===== config.mk =====
export PLATFORM = sky130hd
export DESIGN_NAME = mem_stage
export DESIGN_NICKNAME = d
export VERILOG_FILES = /design/src/rtl/mem_stage.sv
export SDC_FILE = /design/constraint.sdc
export NUM_CORES = 1
export LEC_CHECK = 0
export ABC_AREA = 1
export CAP_MARGIN = 20
export CORE_AREA = 2 2 136 138
export DETAILED_ROUTE_END_ITERATION = 12
export DIE_AREA = 0 0 138 140
export GPL_TIMING_DRIVEN = 0
export PLACE_DENSITY = 0.67
export SLEW_MARGIN = 5
export SYNTH_ARGS = -nofsm -noshare
export SYNTH_HDL_FRONTEND = slang
export SYNTH_SLANG_ARGS = --single-unit

===== constraint.sdc =====
create_clock -name Clock -period 1.61 [get_ports Clock]
set_input_delay 0.322 -clock Clock [delete_from_list [all_inputs] [get_ports Clock]]
set_output_delay 0.322 -clock Clock [all_outputs]
set_load 0.05 [all_outputs]

===== src/rtl/mem_stage.sv =====
// MIPS MEM stage: width-aware loads/stores over a req/ack data memory, branch resolution, MEM/WB register.
// Defining MEM_MISALIGN_TRAP_EN suppresses misaligned accesses and adds the MisalignOut flag.
module mem_stage (
    input  logic        Clock,
    input  logic        Reset,
    input  logic        R_EnableIn,
    input  logic        W_EnableIn,
    input  logic [1:0]  R_WidthIn,
    input  logic [1:0]  W_WidthIn,
    input  logic [3:0]  BranchSelIn,
    input  logic        ZeroIn,
    input  logic        RegWriteIn,
    input  logic        MemToRegIn,
    input  logic [31:0] ALUResultIn,
    input  logic [31:0] RegData2In,
    input  logic [4:0]  rDestSelectedIn,
    input  logic [31:0] PCPlusBranchIn,
    input  logic [27:0] jumpLeftShiftedTwoIn,
    output logic [31:0] DMemAddr,
    output logic        DMemReq,
    output logic        DMemWe,
    output logic [31:0] DMemWData,
    output logic [3:0]  DMemByteEn,
    input  logic [31:0] DMemRData,
    input  logic        DMemAck,
    output logic        Stall,
    output logic        PCSrcOut,
    output logic [31:0] BranchTargetOut,
    output logic [31:0] ReadDataOut,
    output logic [31:0] ALUResultOut,
    output logic [4:0]  rDestSelectedOut,
    output logic        RegWriteOut,
    output logic        MemToRegOut
`ifdef MEM_MISALIGN_TRAP_EN
    ,
    output logic        MisalignOut
`endif
);

    typedef enum logic {S_IDLE, S_WAIT} state_e;

    state_e      state_q, state_d;
    logic        mem_op, is_store, is_load, misalign, req_ok, stall_int;
    logic [1:0]  a, acc_width;
    logic [7:0]  ld_byte;
    logic [15:0] ld_half;
    logic [31:0] ld_data;

    logic [31:0] read_data_q, read_data_d, alu_q, alu_d;
    logic [4:0]  rdest_q, rdest_d;
    logic        reg_write_q, reg_write_d, mem_to_reg_q, mem_to_reg_d;

    // A store wins when both enables are set.
    assign mem_op    = R_EnableIn | W_EnableIn;
    assign is_store  = W_EnableIn;
    assign is_load   = R_EnableIn & ~W_EnableIn;
    assign a         = ALUResultIn[1:0];
    assign acc_width = is_store ? W_WidthIn : R_WidthIn;

`ifdef MEM_MISALIGN_TRAP_EN
    // NOTE: every always_comb output gets a default first so no path leaves it unassigned (no latch).
    always_comb begin
        misalign = 1'b0;
        if (mem_op) begin
            case (acc_width)
                2'b00:   misalign = (a != 2'b00);
                2'b01:   misalign = a[0];
                2'b11:   misalign = is_store & (a != 2'b00);
                default: misalign = 1'b0;
            endcase
        end
    end
`else
    assign misalign = 1'b0;
`endif

    assign req_ok    = mem_op & ~misalign;
    assign stall_int = req_ok & ~DMemAck;
    assign Stall     = Reset & stall_int;

    // NOTE: sequential state uses non-blocking assignments so all flops sample pre-edge values.
    always_ff @(posedge Clock or negedge Reset) begin
        if (!Reset) state_q <= S_IDLE;
        else        state_q <= state_d;
    end

    always_comb begin
        state_d = state_q;
        DMemReq = 1'b0;
        case (state_q)
            S_IDLE: if (req_ok) begin
                DMemReq = 1'b1;
                if (!DMemAck) state_d = S_WAIT;
            end
            S_WAIT: begin
                DMemReq = 1'b1;
                if (DMemAck) state_d = S_IDLE;
            end
            default: state_d = S_IDLE;
        endcase
        if (!Reset) DMemReq = 1'b0;
    end

    assign DMemAddr = {ALUResultIn[31:2], 2'b00};
    assign DMemWe   = DMemReq & is_store;

    always_comb begin
        DMemWData  = RegData2In;
        DMemByteEn = 4'b1111;
        if (is_store) begin
            case (W_WidthIn)
                2'b01: begin
                    DMemWData  = {2{RegData2In[15:0]}};
                    DMemByteEn = a[1] ? 4'b1100 : 4'b0011;
                end
                2'b10: begin
                    DMemWData  = {4{RegData2In[7:0]}};
                    DMemByteEn = 4'b0001 << a;
                end
                default: ;
            endcase
        end
    end

    assign ld_byte = DMemRData[{a, 3'b000} +: 8];
    assign ld_half = a[1] ? DMemRData[31:16] : DMemRData[15:0];

    always_comb begin
        case (R_WidthIn)
            2'b00:   ld_data = DMemRData;
            2'b01:   ld_data = {{16{ld_half[15]}}, ld_half};
            2'b10:   ld_data = {{24{ld_byte[7]}}, ld_byte};
            default: ld_data = {24'b0, ld_byte};
        endcase
    end

    always_comb begin
        PCSrcOut        = 1'b0;
        BranchTargetOut = 32'b0;
        case (BranchSelIn)
            4'b0001: begin PCSrcOut = ZeroIn;  BranchTargetOut = PCPlusBranchIn; end
            4'b0010: begin PCSrcOut = ~ZeroIn; BranchTargetOut = PCPlusBranchIn; end
            4'b0100: begin PCSrcOut = 1'b1; BranchTargetOut = {PCPlusBranchIn[31:28], jumpLeftShiftedTwoIn}; end
            4'b0101: begin PCSrcOut = 1'b1; BranchTargetOut = ALUResultIn; end
            default: ;
        endcase
    end

    // A stall inserts a bubble: controls drop, data fields hold.
    always_comb begin
        read_data_d  = read_data_q;
        alu_d        = alu_q;
        rdest_d      = rdest_q;
        reg_write_d  = 1'b0;
        mem_to_reg_d = 1'b0;
        if (!stall_int) begin
            read_data_d  = (is_load & ~misalign) ? ld_data : 32'b0;
            alu_d        = ALUResultIn;
            rdest_d      = rDestSelectedIn;
            reg_write_d  = RegWriteIn & ~misalign;
            mem_to_reg_d = MemToRegIn;
        end
    end

    always_ff @(posedge Clock or negedge Reset) begin
        if (!Reset) begin
            read_data_q  <= 32'b0;
            alu_q        <= 32'b0;
            rdest_q      <= 5'b0;
            reg_write_q  <= 1'b0;
            mem_to_reg_q <= 1'b0;
        end else begin
            read_data_q  <= read_data_d;
            alu_q        <= alu_d;
            rdest_q      <= rdest_d;
            reg_write_q  <= reg_write_d;
            mem_to_reg_q <= mem_to_reg_d;
        end
    end

`ifdef MEM_MISALIGN_TRAP_EN
    logic misalign_q;

    always_ff @(posedge Clock or negedge Reset) begin
        if (!Reset) misalign_q <= 1'b0;
        else        misalign_q <= misalign & ~stall_int;
    end

    assign MisalignOut = misalign_q;
`endif

    assign ReadDataOut      = read_data_q;
    assign ALUResultOut     = alu_q;
    assign rDestSelectedOut = rdest_q;
    assign RegWriteOut      = reg_write_q;
    assign MemToRegOut      = mem_to_reg_q;

endmodule

==> results.toml <==
[placement]
routabilityCongestion = 0.877
io_buffers = 347
dp_cells = 1329
pre_cts_ws_ns = -1.54
hpwl_um = 19700

[floorplanning]
start_util_pct = 28.1
die_width_um = 138
die_h_um = 140
rows = 49
dieArea_sq_um = 19300
coreArea_sq_um = 17800
io-pin-count = 352

[critical_path]
crit_arrival_ns = 1.52
critPathLaunchType = "input pin"
critPathKind = "in2out"
crit_required_ns = 1.29
critPathMaxFanout = 5
r2r_slack_ns = 0.93
endpoint_kind = "output pin"

[cts]
cts_root_buffer = "clkbuf_16"
cts_buffers = 9
clk_pin_slew_worst_paths_ns = 0.07
insertion_delay_ns = 0.34
cts.sinks = 72
clockBufferDepth = 2
htree_levels = 3
cts_tree = "built"

[synth]
yosysWarnings = 0
yosysSeqAreaShare_pct = 36.1
avgSynthCellArea_sq_um = 6.65
postSynthCellCount = 751
synthArstFlopShare_pct = 100
synth_area_sq_um = 4990
synth-edff-count = 0
synth_cell_type_count = 31
ys_ff_latch = 72
synth_ff_type = "dfrtp_1"

[sta]
postLayoutSetupSlackWorst_ns = -0.230
relSlewSlack_pct = 34.9
finalSetupViolCount = 60
max_freq_mhz = 543
slew_viol_final = 0
fin_crit_sh_pct = 114
worst_pin_slew_ns = 0.974
fin_crit_ns = 1.84
skew_ns = 0
hold_viol = 0
grt_setup_unrepaired = "true"

[worst_hold_path]
hp-class = "in2async"

[drt]
vias_per_cell = 4.77
antenna_left = 0
drtIter0Drc = 268
wl_per_cell_um = 19.6
drc = 0
dr_total_vias = 6656
drt-pass1-iter-count = 5
finalWirelength_um = 27300

[finish]
fin_cells = 1394
syn_to_final_growth_pct = 124
layout.nets = 1338
layout-drive-gt1-share_pct = 38.1

[grt]
grt.total_usage_pct = 27.2
grt_pass1_vias = 6910
antenna_found_initial = 1
grt_max_degree = 33
overflow = 0
grt_pass1_wl_um = 40800

[status]
violations = "setup timing"
status = "complete, but fails checks"

[power]
p_per_area_nw_per_um2 = 711
p_leak_uw = 0.00572
peakVddDrop_mv = 0.506

[flow_run]
cap_violations = 0
worst max-delay path: stages:
cell,delay [ns]
buf_8,0.11
ha_4,0.29
nor2_4,0.06
buf_4,0.15
buf_16,0.13
buf_4,0.14
o21ai_4,0.14
buf_6,0.18
power by group:
part / internal [uW] / total (uW) / switching (uW)
Combinational: 1450 / 3670 / 2220
Sequential: 1940 / 2000 / 66.9
Clock: 1370 / 2280 / 906
Total: 4760 / 7960 / 3190
registers in the layout, indices dropped and copies added (netlist names):
| name | flops |
|---|---|
| ALUResultOut | 32 |
| MemToRegOut | 1 |
| rDestSelectedOut | 5 |
| state_q | 1 |
| ReadDataOut | 32 |
| RegWriteOut | 1 |
cell type report:
class	instances	area, sq um
Antenna cell	1	2.50
Buffer	82	806
Clock buffer	9	225
Clock inverter	7	101
Fill cell	1517	6590
Inverter	47	203
Multi-Input combinational cell	550	3590
Sequential cell	72	1800
Tap cell	229	287
Timing Repair Buffer	397	4170
cells in the mapped netlist (3+ instances only):
library cell	number	area share (%)
dfrtp_1	72	36
nand2_1	336	25
nand3_1	94	9.4
inv_1	42	3.2
a21oi_1	8	0.80
buf_4	49	7.4
nand2_4	3	0.68
nand2_2	3	0.38
o22ai_1	13	1.6
nor2_1	15	1.1
buf_6	7	1.6
inv_2	3	0.23
buf_2	19	1.9
o21ai_0	54	5.4
o211ai_1	4	0.60
clkbuf_1	8	0.60
o311ai_0	3	0.53
cell families (layout without fill, tap and decap cells):
group	after synthesis	count (layout)	synth area share [%]
and+or+nand+nor	457	457	38.1
other	1	3	0.0751
DFF	72	72	36.1
buffers and inverters	130	542	15.1
adders and majority gates	2	2	0.501
AOI/OAI and AO/OA	89	89	10.1
placed cells by master, fill, tap and decap left out, drive strengths merged:
master | Yosys | final
nand2 | 342 | 342
clkdlybuf4s50 | 0 | 157
dlymetal6s2s | 0 | 3
dfrtp | 72 | 72
a31oi | 2 | 2
dlygate4sd2 | 0 | 60
clkinv | 0 | 1
o22ai | 13 | 13
buf | 75 | 223
nand3 | 97 | 97
ha | 2 | 2
inv | 47 | 48
o211ai | 4 | 4
clkdlybuf4s15 | 0 | 20
or2 | 1 | 1
diode | 0 | 1
bufbuf | 0 | 1
bufinv | 0 | 2
clkinvlp | 0 | 3
nor2 | 17 | 17
conb | 1 | 2
a21oi | 10 | 10
dlygate4sd3 | 0 | 2
o311ai | 3 | 3
o21ai | 57 | 57
clkbuf | 8 | 22
metrics by stage:
stage          hold slack [ns]  TNS, ns  area [sq um]  total power, uW  util [%]
5_1_grt                 0.0306    -8.89         11200             8260      62.9
2_1_floorplan           0.0264    -1.87          5380             3870         -
6_report                0.0411    -6.77         11200             7960      62.9
4_1_cts                 0.0347    -6.98         10900             7890      61.2
3_3_place_gp             0.461  -314.97          9140             5200      51.4
3_5_place_dp             0.310  -117.80          9160             5220      51.5
path summary, 6_finish.rpt:
check                      cells after the start          endpoint             from
min in group Clock                             3  ALUResultOut[19]  ALUResultIn[19]
hold reg to reg                                2   ReadDataOut[10]  ReadDataOut[10]
setup reg to reg                               2    ReadDataOut[3]   ReadDataOut[3]
setup / recovery                               8      DMemWData[9]     W_WidthIn[1]
hold / removal                                 2    ReadDataOut[6]            Reset
max in group asynchronous                      3    ReadDataOut[5]            Reset
timing repair:
action / 4_1_cts / 5_1_grt
gates cloned: 10 / 0
hold buffers: 4 / 0
endpoints found under the setup margin: 173 / 84
setup buffers: 34 / 6
pin swaps: 67 / 35
hold endpoints to repair: 32 / 0
resized for setup: 1002 / 113
per-layer routing:
layer	up-vias	global-route usage (%)	wire, um
met4	0	11.5	1170
li1	3189	-	-
met5	-	0	0
met3	62	7.18	1900
met1	3121	30.8	10400
met2	284	48.4	13800
(Power assumes the default switching activity.)
